==> src/rtl/id_operand_stage.sv <==
// Decode-side operand stage: EX/MEM forwarding into RF operands, load-use stall FSM,
// valid/ready ID/EX pipeline register and a saturating stall-cycle counter.
module id_operand_stage #(
  parameter int DATA_W = 16,
  parameter int ADDR_W = 2,
  parameter int CTRL_W = 8,
  parameter int CNT_W  = 16
) (
  input  logic              clk,
  input  logic              reset_n,
  input  logic              in_valid,
  output logic              in_ready,
  input  logic [ADDR_W-1:0] in_rs,
  input  logic [ADDR_W-1:0] in_rt,
  input  logic              in_uses_rs,
  input  logic              in_uses_rt,
  input  logic [ADDR_W-1:0] in_rd,
  input  logic [DATA_W-1:0] in_imm,
  input  logic [CTRL_W-1:0] in_ctrl,
  output logic [ADDR_W-1:0] rf_addr1,
  output logic [ADDR_W-1:0] rf_addr2,
  input  logic [DATA_W-1:0] rf_data1,
  input  logic [DATA_W-1:0] rf_data2,
  input  logic              ex_wr_en,
  input  logic              ex_is_load,
  input  logic [ADDR_W-1:0] ex_wr_addr,
  input  logic [DATA_W-1:0] ex_result,
  input  logic              mem_wr_en,
  input  logic [ADDR_W-1:0] mem_wr_addr,
  input  logic [DATA_W-1:0] mem_result,
  input  logic              flush,
  output logic              out_valid,
  input  logic              out_ready,
  output logic [DATA_W-1:0] out_a,
  output logic [DATA_W-1:0] out_b,
  output logic [DATA_W-1:0] out_imm,
  output logic [ADDR_W-1:0] out_rd,
  output logic [CTRL_W-1:0] out_ctrl,
  output logic              stall_active,
  output logic [CNT_W-1:0]  stall_cnt
);

  typedef enum logic [0:0] {ST_RUN = 1'b0, ST_STALL = 1'b1} state_t;

  localparam logic [CNT_W-1:0] CNT_MAX = {CNT_W{1'b1}};
  localparam logic [CNT_W-1:0] CNT_ONE = {{(CNT_W-1){1'b0}}, 1'b1};

  // A load in EX has no result yet, so it is never a forwarding source.
  function automatic logic [DATA_W-1:0] fwd_sel(
    input logic [ADDR_W-1:0] src,
    input logic [DATA_W-1:0] rf_val,
    input logic              ex_en,
    input logic [ADDR_W-1:0] ex_addr,
    input logic [DATA_W-1:0] ex_val,
    input logic              mem_en,
    input logic [ADDR_W-1:0] mem_addr,
    input logic [DATA_W-1:0] mem_val
  );
    logic [DATA_W-1:0] sel;
    if (ex_en && (ex_addr == src)) begin
      sel = ex_val;
    end else if (mem_en && (mem_addr == src)) begin
      sel = mem_val;
    end else begin
      sel = rf_val;
    end
    return sel;
  endfunction

  state_t            state_q, state_d;
  logic              valid_q, valid_d;
  logic [DATA_W-1:0] a_q, a_d, b_q, b_d, imm_q, imm_d;
  logic [ADDR_W-1:0] rd_q, rd_d;
  logic [CTRL_W-1:0] ctrl_q, ctrl_d;
  logic [CNT_W-1:0]  cnt_q, cnt_d;

  logic              hazard_s, adv_s, ready_s, xfer_s, ex_fwd_en_s;
  logic [DATA_W-1:0] fwd_a_s, fwd_b_s;

  // Hazard detection, handshake and forwarded operand selection
  always_comb begin
    ex_fwd_en_s = ex_wr_en & ~ex_is_load;
    hazard_s    = in_valid & ex_wr_en & ex_is_load
                & ((in_uses_rs & (ex_wr_addr == in_rs)) | (in_uses_rt & (ex_wr_addr == in_rt)));
    adv_s       = ~valid_q | out_ready;
    ready_s     = adv_s & ~hazard_s & ~flush;
    xfer_s      = in_valid & ready_s;
    fwd_a_s     = fwd_sel(in_rs, rf_data1, ex_fwd_en_s, ex_wr_addr, ex_result,
                          mem_wr_en, mem_wr_addr, mem_result);
    fwd_b_s     = fwd_sel(in_rt, rf_data2, ex_fwd_en_s, ex_wr_addr, ex_result,
                          mem_wr_en, mem_wr_addr, mem_result);
  end

  // ID/EX register next state: flush beats transfer; data holds on bubble and backpressure
  always_comb begin
    valid_d = valid_q;
    a_d     = a_q;
    b_d     = b_q;
    imm_d   = imm_q;
    rd_d    = rd_q;
    ctrl_d  = ctrl_q;
    if (flush) begin
      valid_d = 1'b0;
    end else if (xfer_s) begin
      valid_d = 1'b1;
      a_d     = fwd_a_s;
      b_d     = fwd_b_s;
      imm_d   = in_imm;
      rd_d    = in_rd;
      ctrl_d  = in_ctrl;
    end else if (adv_s) begin
      valid_d = 1'b0;
    end else begin
      valid_d = valid_q;
    end
  end

  // Stall FSM next state and saturating stall counter
  always_comb begin
    state_d = state_q;
    cnt_d   = cnt_q;
    case (state_q)
      ST_RUN:   state_d = (hazard_s && !flush) ? ST_STALL : ST_RUN;
      ST_STALL: state_d = (!hazard_s || flush) ? ST_RUN : ST_STALL;
      default:  state_d = ST_RUN;
    endcase
    if ((state_q == ST_STALL) && (cnt_q != CNT_MAX)) begin
      cnt_d = cnt_q + CNT_ONE;
    end else begin
      cnt_d = cnt_q;
    end
  end

  // State, pipeline and counter registers
  always_ff @(posedge clk or negedge reset_n) begin
    if (!reset_n) begin
      state_q <= ST_RUN;
      valid_q <= 1'b0;
      a_q     <= {DATA_W{1'b0}};
      b_q     <= {DATA_W{1'b0}};
      imm_q   <= {DATA_W{1'b0}};
      rd_q    <= {ADDR_W{1'b0}};
      ctrl_q  <= {CTRL_W{1'b0}};
      cnt_q   <= {CNT_W{1'b0}};
    end else begin
      state_q <= state_d;
      valid_q <= valid_d;
      a_q     <= a_d;
      b_q     <= b_d;
      imm_q   <= imm_d;
      rd_q    <= rd_d;
      ctrl_q  <= ctrl_d;
      cnt_q   <= cnt_d;
    end
  end

  assign in_ready     = ready_s;
  assign rf_addr1     = in_rs;
  assign rf_addr2     = in_rt;
  assign out_valid    = valid_q;
  assign out_a        = a_q;
  assign out_b        = b_q;
  assign out_imm      = imm_q;
  assign out_rd       = rd_q;
  assign out_ctrl     = ctrl_q;
  assign stall_active = (state_q == ST_STALL);
  assign stall_cnt    = cnt_q;

endmodule

==> config.mk <==
export PLATFORM = sky130hd
export DESIGN_NAME = id_operand_stage
export DESIGN_NICKNAME = d
export VERILOG_FILES = /design/src/rtl/id_operand_stage.sv
export SDC_FILE = /design/constraint.sdc
export NUM_CORES = 1
export LEC_CHECK = 0
export CELL_PAD_IN_SITES_DETAIL_PLACEMENT = 0
export CELL_PAD_IN_SITES_GLOBAL_PLACEMENT = 1
export CORE_ASPECT_RATIO = 1.5
export CORE_UTILIZATION = 28
export CTS_CLUSTER_DIAMETER = 80
export DETAILED_ROUTE_END_ITERATION = 7
export PLACE_DENSITY_LB_ADDON = 0.1
export SYNTH_ARGS = -nofsm -noshare
export SYNTH_HDL_FRONTEND = slang
export SYNTH_SLANG_ARGS = --single-unit
export TNS_END_PERCENT = 1
==> constraint.sdc <==
create_clock -name clk -period 3.3 [get_ports clk]
set_clock_uncertainty 0.2 [all_clocks]
set_input_delay 0.99 -clock clk [delete_from_list [all_inputs] [get_ports clk]]
set_output_delay 0.99 -clock clk [all_outputs]
set_load 0.01 [all_outputs]
==> run_results.csv <==
group,metric,value,unit
status,status,"complete, no violations",
power,p_per_area,489,nW/um^2
critical_path,cp.required,2.11,ns
global_route,antenna_found_initial,0,
critical_path,end_kind,"output port",
min_path,min_to,"out_b[0]",
clock_tree,cts_root_buffer,"clkbuf_16",
cells_and_area,antennaDiodeCount,0,
yosys,synth_cell_types,37,
cells_and_area,drive_gt1_share,18.9,%
timing,rsz0062_at_grt,"yes",
drt,routedWlPerCell,19.6,microns
yosys,ys.flop_type,"dfrtp_1",
drt,dr.pass1.iters,4,
clock_tree,cts.sinks,76,
drt,vias_per_cell,5.30,
yosys,syn_inst,343,
timing,hold_viol,0,
critical_path,r2r_end,"stall_cnt[1]",
power,switching_power,0.000872,W
yosys,synth_area,3980,sq um
timing,max_freq,0.306,GHz
timing,slew_headroom,47.2,%
critical_path,rrSetupSlack,1.20,ns
cells_and_area,layout.cells.non_filler,715,
global_route,grt_pass1_vias,4025,
critical_path,criticalPathCategory,"in2out",
place,place_inst,695,
floorplanning,core_area,13900,sq um
yosys,yosys.area.top_type,"dfrtp_1",
yosys,ys_warn_count,0,
floorplanning,fp.dieH,148,microns
floorplanning,io_pins,189,
timing,whs,0.290,ns
cells_and_area,fillers,1312,
clock_tree,numCtsBuffers,9,
drt,ant_nets,0,
yosys,syn_area_per_cell,11.6,sq um
global_route,grt_pass1_wl,21.5,mm
drt,top_layer,"met4",
yosys,synthesis.nets,452,
place,gp_congestion,0.823,
clock_tree,ctsHtreeMaxLevel,3,
clock_tree,clk_latency,0.33,ns
min_path,hp-start,"out_b[0]",
place,placement.io_buffers,188,
drt,route.met2.wl,7.59,mm
power,p_leak,2.74,nW
place,pre_cts_slack,-0.808,ns
global_route,grt_overflow,0,
cells_and_area,synthToLayoutAreaGrowth,63.6,%
power,swShare,27.4,%
cells_and_area,final_design_area_no_fill,6520,sq um
drt,drt_iter0_drc,126,
global_route,grt_max_degree,48,
floorplanning,die_w,99.4,microns
yosys,ys_seq_area_share,47.8,%
clock_tree,cts_tree,"yes",
drt,drt_wl_total,14.0,mm
timing,finalSetupTns,0,ns
critical_path,path_max_fanout,2,
timing,slew_violations,0,
power,p_comb_share,30.9,%
power,power_frac_seq,36.8,%
place,hpwlAfterDp,10.0,mm
yosys,synth-async-reset-ratio,100,%
yosys,synth_top_area_share,47.8,%
drt,wl_met1,5.04,mm
drt,routed-via-count,3786,
floorplanning,dieArea,14700,sq um
critical_path,cp-start-kind,"primary input",
job,drv_cap,0,
timing,worstMarginPinSlew,0.787,ns
min_path,worstHoldPathType,"reg2reg",
drt,dr_wl_met3,1.04,mm
min_path,hold_depth,1,
clock_tree,cts.clk_slew.worst_paths,0.06,ns
critical_path,cp.arrival,2.08,ns
critical_path,startpoint,"in_uses_rt",
place,placed_area,6180,sq um
power,internal_power,0.00232,W
yosys,synth_seq_cells,76,
floorplanning,rows,53,
power,ir_worst_vdd,0.215,mV
cells_and_area,final_nets,654,
yosys,synth_area_leaders,"dfrtp_1 48%, a32o_1 8.0%, mux2_4 7.5%",
timing,fin_ws,0.0268,ns
critical_path,ff2ff_path_depth,5,
yosys,synth_edf_count,0,
clock_tree,cts_buffer_depth,2,
floorplanning,start_util,28.6,%
timing,setup_violations,0,
timing,period_share,99.2,%
drt,drc_errors,0,
power,p_clk_share,32.3,%
critical_path,rr_startpoint,"stall_cnt[0]",
global_route,track_usage,19.2,%
timing,min_period,3.27,ns
-- final cells by class --
cell class | instances | area (sq um) | share of cell area, %
sequential | 76 | 1900 | 29.2
clock buffer | 11 | 253 | 3.88
clock inverter | 5 | 58.8 | 0.903
tap | 165 | 206 | 3.17
timing repair buffer | 223 | 2150 | 33.1
multi-input combinational | 235 | 1940 | 29.8
-- flip-flops by register name, indices dropped and copies added (netlist names) --
register,flops
out_ctrl,8
stall_cnt,16
out_b,16
out_rd,2
out_a,16
stall_active,1
out_valid,1
out_imm,16
-- critical path: stages --
cell,delay (ns)
clkdlybuf4s15_1,0.18
nand4_1,0.08
or3_4,0.39
and2_4,0.16
and3b_1,0.14
buf_2,0.13
-- kinds of logic (layout without fill, tap and decap cells) --
family / Yosys count / count (layout) / synth area share (%)
AND/OR/NAND/NOR: 79 / 79 / 11.2
buffers and inverters: 32 / 239 / 4.56
flip-flops: 76 / 76 / 47.8
AO/OA/AOI/OAI: 108 / 108 / 22.2
multiplexers: 27 / 27 / 9.52
XOR/XNOR: 20 / 20 / 4.40
adder cells (fa/ha/maj): 1 / 1 / 0.314
-- synthesized netlist by cell type (3+ instances only) --
master	instances
and3_1	6
clkbuf_1	18
a32o_1	32
a221o_1	26
xnor2_1	7
nor2_1	23
buf_6	4
mux2_2	7
and2_1	18
a221o_2	6
a21oi_1	35
mux2_4	20
or3_1	3
a31oi_1	3
nand4_1	6
dfrtp_1	76
nor3_1	3
buf_4	4
o211ai_1	4
nand3_1	5
buf_2	4
xor2_1	13
-- timing repair --
| item | 4_1_cts | 5_1_grt |
|---|---|---|
| cloned | 0 | 0 |
| buffers inserted | 3 | 1 |
| hold buffers | 0 | 0 |
| endpoints found under the setup margin | 5 | 1 |
| hold endpoints to repair | 0 | 0 |
| pin swaps | 8 | 6 |
| resized for setup | 36 | 15 |
-- stage by stage --
stage          util [%]  power, W
2_1_floorplan         -   0.00158
3_3_place_gp       44.4   0.00216
3_5_place_dp       44.4   0.00218
4_1_cts            46.6   0.00322
5_1_grt            46.8   0.00334
6_report           46.8   0.00319
-- placed cells by master (no fill, tap or decap), types with 2 or more instances in the layout --
cell | synthesis | final
a21oi_1 | 35 | 35
a221o_1 | 26 | 26
a221o_2 | 6 | 6
a31oi_1 | 3 | 3
a32o_1 | 32 | 32
and2_1 | 18 | 17
and3_1 | 6 | 5
and3b_1 | 2 | 2
buf_12 | 0 | 4
buf_2 | 4 | 3
buf_4 | 4 | 34
clkbuf_16 | 0 | 9
clkbuf_2 | 0 | 4
clkbuf_8 | 0 | 2
clkdlybuf4s15_1 | 0 | 2
clkdlybuf4s50_1 | 0 | 175
clkinvlp_4 | 0 | 2
dfrtp_1 | 76 | 76
mux2_2 | 7 | 7
mux2_4 | 20 | 20
nand2_1 | 2 | 2
nand2b_1 | 2 | 2
nand3_1 | 5 | 5
nand4_1 | 6 | 6
nor2_1 | 23 | 23
nor3_1 | 3 | 3
nor3_2 | 2 | 2
o211ai_1 | 4 | 4
or3_1 | 3 | 2
or3b_1 | 2 | 2
xnor2_1 | 7 | 7
xor2_1 | 13 | 10
xor2_2 | 0 | 2
-- metal layers --
metal | vias to the layer above | global-route usage [%]
li1 | 1734 | -
met1 | 1856 | 19.7
met2 | 172 | 35.6
met3 | 24 | 5.59
met4 | 0 | 8.38
met5 | - | 0
-- power groups by stage --
stage | Sequential [W] | Clock (W) | Combinational (W)
CTS | 0.00117 | 0.00106 | 0.000990
finish | 0.00117 | 0.00103 | 0.000986
global placement | 0.00118 | 0 | 0.000978
floorplan | 0.00125 | 0 | 0.000324
detailed placement | 0.00119 | 0 | 0.000986
global route | 0.00119 | 0.00110 | 0.00105
-- how the worst max path moves through the flow --
stage                    end  slack [ns]  depth (start not counted)
floorplan           in_ready       -0.03                          6
global placement    in_ready       -0.79                          6
detailed placement  in_ready       -0.81                          6
CTS                 in_ready       0.004                          6
global route        in_ready      -0.004                          6
finish              in_ready        0.03                          6
Note: power is estimated with default switching activity, not from simulation.
